==> src/rtl/spi_pkg.sv <==
// Shared types and helpers for the SPI transfer sequencer and its FIFOs.
package spi_pkg;

  localparam int SPI_WORD_WIDTH = 8;

  typedef logic [SPI_WORD_WIDTH-1:0] spi_word_t;

  typedef enum logic [1:0] {
    IDLE,
    LAUNCH,
    WAIT_DONE,
    GAP
  } seq_state_t;

  function automatic int FIFO_AW(input int depth);
    return $clog2(depth);
  endfunction

endpackage

==> src/rtl/spi_sync_fifo.sv <==
// Single-clock FIFO with wrap-bit pointers; a push is taken while full when a pop frees the slot.
module spi_sync_fifo
  import spi_pkg::*;
#(
  parameter int WIDTH = 8,
  parameter int DEPTH = 4
) (
  input  logic             clock,
  input  logic             reset,
  input  logic             wr_valid,
  output logic             wr_ready,
  input  logic [WIDTH-1:0] wr_data,
  output logic             rd_valid,
  input  logic             rd_ready,
  output logic [WIDTH-1:0] rd_data,
  output logic             full,
  output logic             empty
);

  localparam int AW = FIFO_AW(DEPTH);

  logic [AW:0]      wr_ptr;
  logic [AW:0]      rd_ptr;
  logic [WIDTH-1:0] mem [DEPTH];
  logic             push;
  logic             pop;

  assign full     = (wr_ptr[AW] != rd_ptr[AW]) && (wr_ptr[AW-1:0] == rd_ptr[AW-1:0]);
  assign empty    = (wr_ptr == rd_ptr);
  assign wr_ready = !full;
  assign rd_valid = !empty;
  assign rd_data  = mem[rd_ptr[AW-1:0]];

  assign pop  = rd_ready && !empty;
  assign push = wr_valid && (!full || pop);

  always_ff @(posedge clock) begin
    if (reset) begin
      wr_ptr <= '0;
      rd_ptr <= '0;
      for (int i = 0; i < DEPTH; i++) begin
        mem[i] <= '0;
      end
    end else begin
      if (push) begin
        mem[wr_ptr[AW-1:0]] <= wr_data;
        wr_ptr              <= wr_ptr + 1'b1;
      end
      if (pop) begin
        rd_ptr <= rd_ptr + 1'b1;
      end
    end
  end

endmodule

==> src/rtl/spi_transfer_sequencer.sv <==
// Buffers host words, launches one SPI master transfer per word with a programmable gap,
// and collects returned words with overflow and end-of-batch interrupt status.
module spi_transfer_sequencer
  import spi_pkg::*;
#(
  parameter int SPI_DATA_WIDTH = 8,
  parameter int FIFO_DEPTH     = 4,
  parameter int GAP_WIDTH      = 8
) (
  input  logic                      i_clock,
  input  logic                      i_reset,
  input  logic                      i_run,
  input  logic                      i_interrupt_enable,
  input  logic [GAP_WIDTH-1:0]      i_gap_cycles,
  input  logic [SPI_DATA_WIDTH-1:0] i_tx_data,
  input  logic                      i_tx_valid,
  output logic                      o_tx_ready,
  output logic [SPI_DATA_WIDTH-1:0] o_rx_data,
  output logic                      o_rx_valid,
  input  logic                      i_rx_ready,
  output logic                      o_rx_overflow,
  input  logic                      i_clear_overflow,
  output logic                      o_busy,
  output logic                      o_irq,
  output logic                      o_master_enable,
  output logic [SPI_DATA_WIDTH-1:0] o_master_data,
  input  logic [SPI_DATA_WIDTH-1:0] i_master_data,
  input  logic                      i_master_done
);

  seq_state_t                state_q;
  seq_state_t                state_d;
  logic [GAP_WIDTH-1:0]      gap_q;
  logic [GAP_WIDTH-1:0]      gap_d;
  logic                      irq_d;

  logic [SPI_DATA_WIDTH-1:0] tx_head;
  logic                      tx_wr_valid;
  logic                      tx_rd_valid;
  logic                      tx_full;
  logic                      tx_empty;
  logic                      tx_pop;

  logic                      rx_wr_ready;
  logic                      rx_rd_valid;
  logic                      rx_full;
  logic                      rx_empty;
  logic                      rx_pop;
  logic                      rx_push;
  logic                      done_seen;
  logic                      overflow_set;

  // A write is refused whenever TX was full before this cycle's pop.
  assign tx_wr_valid = i_tx_valid && !tx_full;
  assign tx_pop      = (state_q == IDLE) && i_run && tx_rd_valid;

  assign done_seen    = (state_q == WAIT_DONE) && i_master_done;
  assign rx_pop       = i_rx_ready && rx_rd_valid;
  assign rx_push      = done_seen && (rx_wr_ready || rx_pop);
  assign overflow_set = done_seen && rx_full && !rx_pop;
  assign o_rx_valid   = !rx_empty;

  spi_sync_fifo #(
    .WIDTH (SPI_DATA_WIDTH),
    .DEPTH (FIFO_DEPTH)
  ) u_tx_fifo (
    .clock    (i_clock),
    .reset    (i_reset),
    .wr_valid (tx_wr_valid),
    .wr_ready (o_tx_ready),
    .wr_data  (i_tx_data),
    .rd_valid (tx_rd_valid),
    .rd_ready (tx_pop),
    .rd_data  (tx_head),
    .full     (tx_full),
    .empty    (tx_empty)
  );

  spi_sync_fifo #(
    .WIDTH (SPI_DATA_WIDTH),
    .DEPTH (FIFO_DEPTH)
  ) u_rx_fifo (
    .clock    (i_clock),
    .reset    (i_reset),
    .wr_valid (rx_push),
    .wr_ready (rx_wr_ready),
    .wr_data  (i_master_data),
    .rd_valid (rx_rd_valid),
    .rd_ready (i_rx_ready),
    .rd_data  (o_rx_data),
    .full     (rx_full),
    .empty    (rx_empty)
  );

  always_comb begin
    state_d = state_q;
    gap_d   = gap_q;
    irq_d   = 1'b0;
    case (state_q)
      IDLE: begin
        if (tx_pop) begin
          state_d = LAUNCH;
        end
      end
      LAUNCH: begin
        state_d = WAIT_DONE;
      end
      WAIT_DONE: begin
        if (i_master_done) begin
          state_d = GAP;
          gap_d   = i_gap_cycles;
          irq_d   = i_interrupt_enable && tx_empty;
        end
      end
      GAP: begin
        if (gap_q == '0) begin
          state_d = IDLE;
        end else begin
          gap_d = gap_q - 1'b1;
        end
      end
      default: begin
        state_d = IDLE;
      end
    endcase
  end

  // Status outputs are registered from the next-state decode so they line up with the state.
  always_ff @(posedge i_clock) begin
    if (i_reset) begin
      state_q         <= IDLE;
      gap_q           <= '0;
      o_master_enable <= 1'b0;
      o_master_data   <= '0;
      o_busy          <= 1'b0;
      o_irq           <= 1'b0;
      o_rx_overflow   <= 1'b0;
    end else begin
      state_q         <= state_d;
      gap_q           <= gap_d;
      o_master_enable <= (state_d == LAUNCH);
      o_busy          <= (state_d != IDLE);
      o_irq           <= irq_d;
      if (tx_pop) begin
        o_master_data <= tx_head;
      end
      if (overflow_set) begin
        o_rx_overflow <= 1'b1;
      end else if (i_clear_overflow) begin
        o_rx_overflow <= 1'b0;
      end
    end
  end

endmodule

==> config.mk <==
export PLATFORM = sky130hd
export DESIGN_NAME = spi_transfer_sequencer
export DESIGN_NICKNAME = d
export VERILOG_FILES = /design/src/rtl/spi_pkg.sv /design/src/rtl/spi_sync_fifo.sv /design/src/rtl/spi_transfer_sequencer.sv
export SDC_FILE = /design/constraint.sdc
export NUM_CORES = 1
export LEC_CHECK = 0
export CORE_MARGIN = 4
export CORE_UTILIZATION = 49
export CTS_CLUSTER_DIAMETER = 40
export DETAILED_ROUTE_END_ITERATION = 6
export PLACE_DENSITY = 0.83
export SLEW_MARGIN = 40
export SYNTH_ARGS = -nofsm -noshare
export SYNTH_HDL_FRONTEND = slang
export SYNTH_SLANG_ARGS = --single-unit
==> constraint.sdc <==
create_clock -name i_clock -period 2.7 [get_ports i_clock]
set_input_delay 0.405 -clock i_clock [delete_from_list [all_inputs] [get_ports i_clock]]
set_output_delay 0.405 -clock i_clock [all_outputs]
set_load 0.02 [all_outputs]
; Yosys cells after proc, flatten, opt, wreduce, memory -nomap -nowiden
; Memories as Yosys holds them, arrays and structs flattened. A register that Yosys moved wholly into a read port is not among the register bits.
; Cells that the tools add are included.
; W data, S select, Z words.
[totals]
memories = 2
ramBits = 64
wordCells = 86
output_inout_bits = 22
regBits = 26
[memory_table]
columns = name, words, width, read_ports, rd_clocked_by_memory_dff, write_ports, line_no
row1 = u_rx_fifo.mem, 4, 8, 1, 1, 4, spi_sync_fifo.sv:24  ; logic [WIDTH-1:0] mem [DEPTH];
row2 = u_tx_fifo.mem, 4, 8, 1, 1, 4, spi_sync_fifo.sv:24
[classes]
bitwise_logic = 2
addsub = 5
n_reduce_logical = 30
eq_ne = 12
n_mux = 25
[op_table]
columns = operator, n
row1 = $mux W8, 4
row2 = $pmux W8 S2, 1
row3 = $reduce_or A8 Y1, 2
row4 = $logic_and A1 B1 Y1, 14
row5 = $mux W2, 7
row6 = $add A3 B1 Y3 const B, 4
row7 = $mux W1, 12
row8 = $logic_not A8 Y1, 1
row9 = $pmux W2 S4, 1
row10 = $sub A8 B1 Y8 const B, 1
row11 = $eq A3 B3 Y1, 2
row12 = $reduce_bool A2 Y1, 3
row13 = $logic_not A1 Y1, 5
row14 = $eq A2 B1 Y1 const B, 2
row15 = $eq A2 B2 Y1, 2
row16 = $eq A2 B2 Y1 const B, 2
row17 = $ne A2 B2 Y1 const B, 2
row18 = $reduce_and A3 Y1, 1
row19 = $reduce_or A3 Y1, 1
row20 = $logic_not A2 Y1, 1
row21 = $logic_or A1 B1 Y1, 2
row22 = $ne A1 B1 Y1, 2
row23 = $not A1 Y1, 2

; Longest topological paths before layout
[logic_depth]
depth_word = 11
depth_mapped = 7

; Modules after synthesis
; Synthesis repeated with hierarchy kept, for this count alone.
[hier_totals]
hier_cells = 417
area_unflattened_um2 = 4879.7
[modules_own_cells]
columns = mod, cells_per_inst, n_inst, area_per_inst_um2
row1 = spi_sync_fifo, 143, 2, 1914.3
row2 = spi_transfer_sequencer, 131, 1, 1051.0

; Least setup slack after synthesis
; Ideal clock, no wire load.
[synth_timing]
kind = reg2reg
start = register u_rx_fifo.wr_ptr[0]
end = memory u_rx_fifo.mem[3][0], enable pin
stages_incl_launch_ff = 4
synth_period_minus_slack_ns = 2.044
slack_ns = 0.656
t_required_ns = 2.316
arrival_time_ns = 1.660
setup_time_ns = 0.384
cell_sequence = dfxtp_1 xor2_1 o41ai_2 o21ai_0
[synth_lines]
columns = item, line_no
row1 = start: declaration, spi_sync_fifo.sv:22  ; logic [AW:0] wr_ptr;
row2 = start signal: assignment, spi_sync_fifo.sv:47  ; wr_ptr <= wr_ptr + 1'b1;
row3 = end: declaration, spi_sync_fifo.sv:24

==> load_flow_metrics.sql <==
INSERT INTO impl_metrics (metric_group, metric, value, unit) VALUES
('global_route', 'globalRouteTotalUtil', '17.6', '%'),
('timing', 'final_critical_path_setup_slack', '0.156', 'ns'),
('min_path', 'min-delay-path-class', 'reg2reg', ''),
('worst_setup_path', 'cell_breakdown_of_the_critical_path', 'mux4_2 -> clkdlybuf4s50_1', ''),
('worst_setup_path', 'worstRegToRegCells', '5', ''),
('timing', 'slew_violations', '0', ''),
('yosys', 'synthSimpleGateAreaFrac', '18.1', '%'),
('pwr', 'power_leakage', '2.10', 'nW'),
('timing', 'fin_crit_sh', '94.2', '%'),
('timing', 'clock.fmax', '393', 'MHz'),
('clock_network', 'htree_num_levels', '3', ''),
('drt', 'drc', '0', ''),
('layout', 'nets', '464', ''),
('worst_setup_path', 'r2r-end', 'u_tx_fifo.mem[2][0]$_SDFFCE_PN0P_', ''),
('place', 'numPortBuffers', '53', ''),
('place', 'finalWeightedCongestion', '0.844', ''),
('die', 'design.portCount', '54', ''),
('clock_network', 'cts-root-buf', 'sky130_fd_sc_hd__clkbuf_8', ''),
('min_path', 'min_from', 'o_master_data[5]$_SDFFE_PP0P_', ''),
('global_route', 'antenna_found_initial', '0', ''),
('global_route', 'pin_count_of_the_biggest_net_entering_global_routing', '39', ''),
('die', 'floorplan.initialDensity', '51.4', '%'),
('pwr', 'p_per_area', '642', 'mW/mm^2'),
('timing', 'finalSetupViolCount', '0', ''),
('yosys', 'synthAdderAreaFrac', '1.64', '%'),
('min_path', 'hold_path_depth', '2', ''),
('yosys', 'yosys_warnings', '0', ''),
('clock_network', 'clk-insertion-delay-late', '0.36', 'ns'),
('clock_network', 'cts_repair_resize_count', '0', ''),
('layout', 'proportion_of_layout_cells_with_a_drive_suffix_above_1', '13.0', '%'),
('status', 'status', 'finished, final reports clean', ''),
('place', 'hpwl', '6670', 'um'),
('pwr', 'fin_total_pwr', '3.53', 'mW'),
('layout', 'syn_to_final_growth', '20.1', '%'),
('yosys', 'synthCells', '365', ''),
('drt', 'vias_per_cell', '5.59', ''),
('clock_network', 'clock_tree.buffer_depth', '2', ''),
('worst_setup_path', 'critPathLaunchType', 'register', ''),
('yosys', 'dominant_combinational_cell_family_by_area_after_synthesis', 'simple AND/OR/NAND/NOR gates', ''),
('worst_setup_path', 'highest_net_fanout_along_the_worst_path', '8', ''),
('drt', 'drt_wl_total', '9400', 'um'),
('yosys', 'xor_and_xnor_area_share_after_synthesis', '2.49', '%'),
('timing', 'worst_slew_margin_rel', '56.7', '%'),
('worst_setup_path', 'worst-r2r-setup-slack', '0.62', 'ns'),
('layout', 'share_of_the_core_filled_with_cells_in_the_final_layout', '61.8', '%'),
('global_route', 'grt_first_pass_wirelength', '15400', 'um'),
('layout', 'instances_no_fill', '539', ''),
('yosys', 'yosys_register_bits', '100', ''),
('yosys', 'yosysSeqAreaShare', '57.8', '%'),
('worst_setup_path', 'worst_ep_arrival_time', '2.14', 'ns'),
('yosys', 'postSynthNetCount', '403', ''),
('worst_setup_path', 'worst-endpoint-required', '2.30', 'ns'),
('yosys', 'post_synthesis_cell_type_count', '44', ''),
('global_route', 'via_count_of_the_first_global_routing_pass', '3053', ''),
('timing', 'hold_viol_final', '0', ''),
('drt', 'final_antenna_net_count', '0', ''),
('worst_setup_path', 'count_of_buffer_and_inverter_cells_on_the_critical_path', '1', ''),
('yosys', 'post_synth_mux_area_share', '10.5', '%'),
('yosys', 'synth_compound_area_share', '7.09', '%'),
('place', 'placement.setup.worst_slack', '0.412', 'ns'),
('worst_setup_path', 'timing.critical_path.depth', '2', ''),
('global_route', 'overflow', '0', ''),
('clock_network', 'post_cts_setup_buffers', '0', ''),
('timing', 'grt_setup_unrepaired', 'false', ''),
('worst_setup_path', 'critical_path.max_stage_delay', '0.66', 'ns'),
('timing', 'final.min_clock_period', '2.54', 'ns'),
('clock_network', 'cts-buffers-inserted', '9', ''),
('timing', 'setup_total_negative_slack', '0', 'ns'),
('clock_network', 'ctsHoldBuffers', '0', ''),
('worst_setup_path', 'criticalPathCategory', 'reg2out', ''),
('clock_network', 'clock-sinks', '100', '');
Yosys cell counts, drive strengths merged (3+ instances only):
| cell | number | area, um^2 |
|---|---|---|
| ha | 6 | 75.1 |
| a21oi | 17 | 85.1 |
| nand2 | 14 | 52.6 |
| edfxtp | 64 | 1920 |
| or3 | 5 | 31.3 |
| mux2i | 11 | 110 |
| a21o | 3 | 22.5 |
| mux4 | 16 | 360 |
| o31ai | 3 | 22.5 |
| nor2b | 3 | 18.8 |
| and3 | 17 | 106 |
| xor2 | 10 | 87.6 |
| nor3 | 7 | 45.0 |
| nor2 | 25 | 93.8 |
| or2 | 4 | 25.0 |
| nand3 | 3 | 15.0 |
| nor4 | 5 | 31.3 |
| o21ai | 13 | 65.1 |
| clkbuf | 12 | 45.0 |
| and2 | 51 | 319 |
| dfxtp | 36 | 721 |
| xnor2 | 3 | 26.3 |
| buf | 5 | 28.8 |
| inv | 9 | 33.8 |
flip-flops by register name, summed over array words and instances (netlist names), 2 cells and up, named ones only:
signal,cells
u_rx_fifo.rd_ptr,3
u_rx_fifo.mem,32
state_q,2
gap_q,8
o_master_data,8
u_rx_fifo.wr_ptr,3
u_tx_fifo.rd_ptr,3
u_tx_fifo.wr_ptr,3
u_tx_fifo.mem,32
how the worst max path moves through the flow:
stage	start	to	slack [ns]
global placement	i_rx_ready	u_rx_fifo.mem[2][3]$_SDFFCE_PN0P_	0.45
CTS	register	o_rx_data[3]	0.09
detailed placement	i_rx_ready	u_rx_fifo.mem[2][4]$_SDFFCE_PN0P_	0.41
finish	register	o_rx_data[3]	0.16
floorplan	u_rx_fifo.wr_ptr[0]$_SDFFE_PP0P_	u_rx_fifo.mem[3][0]$_DFFE_PP_	0.66
global route	register	o_rx_data[3]	0.0004
layer usage:
layer	global-route usage [%]	vias up	part of all wire, %
met2	30.7	62	53
met5	0	-	0
met4	4.50	0	0.77
met3	4.38	8	4.1
li1	-	1465	-
met1	22.1	1477	42
cell usage in the layout (no fill, tap or decap), drive strengths merged, types with 11 or more instances in the layout:
master          n
a21oi          17
and2           51
and3           17
buf            14
clkdlybuf4s50  53
dfxtp          36
edfxtp         64
inv            12
mux2i          11
mux4           16
nand2          14
nor2           25
o21ai          13
cells by family after synthesis:
kind of cell	after synthesis
simple gates	143
flops	100
compound gates	49
mux	28
buf+inv	26
xor+xnor	13
fa+ha+maj	6
cell type report:
type | instances | area (um^2)
clock buffer | 10 | 128
clock inverter | 6 | 93.8
fill | 697 | 3400
inverter | 9 | 33.8
multi-input combinational | 239 | 1820
sequential | 100 | 2640
tap | 108 | 135
timing repair buffer | 67 | 636
power by group:
group          internal, mW  switching, mW
registers              1.73         0.0752
logic                 0.322          0.335
clock network         0.533          0.531
per-stage QoR:
step / area, um^2 / hold WS [ns]
floorplan: 4570 / 0.474
global placement: 5270 / 0.476
detailed placement: 5270 / 0.486
CTS: 5490 / 0.512
global route: 5490 / 0.531
finish: 5490 / 0.508
tightest hold or removal path, stage by stage, from the launching register on:
cell,delay (ns)
sky130_fd_sc_hd__dfxtp_1,0.34
sky130_fd_sc_hd__mux2i_1,0.06
sky130_fd_sc_hd__nor2_1,0.07
Power figures use the tool's default switching activity.
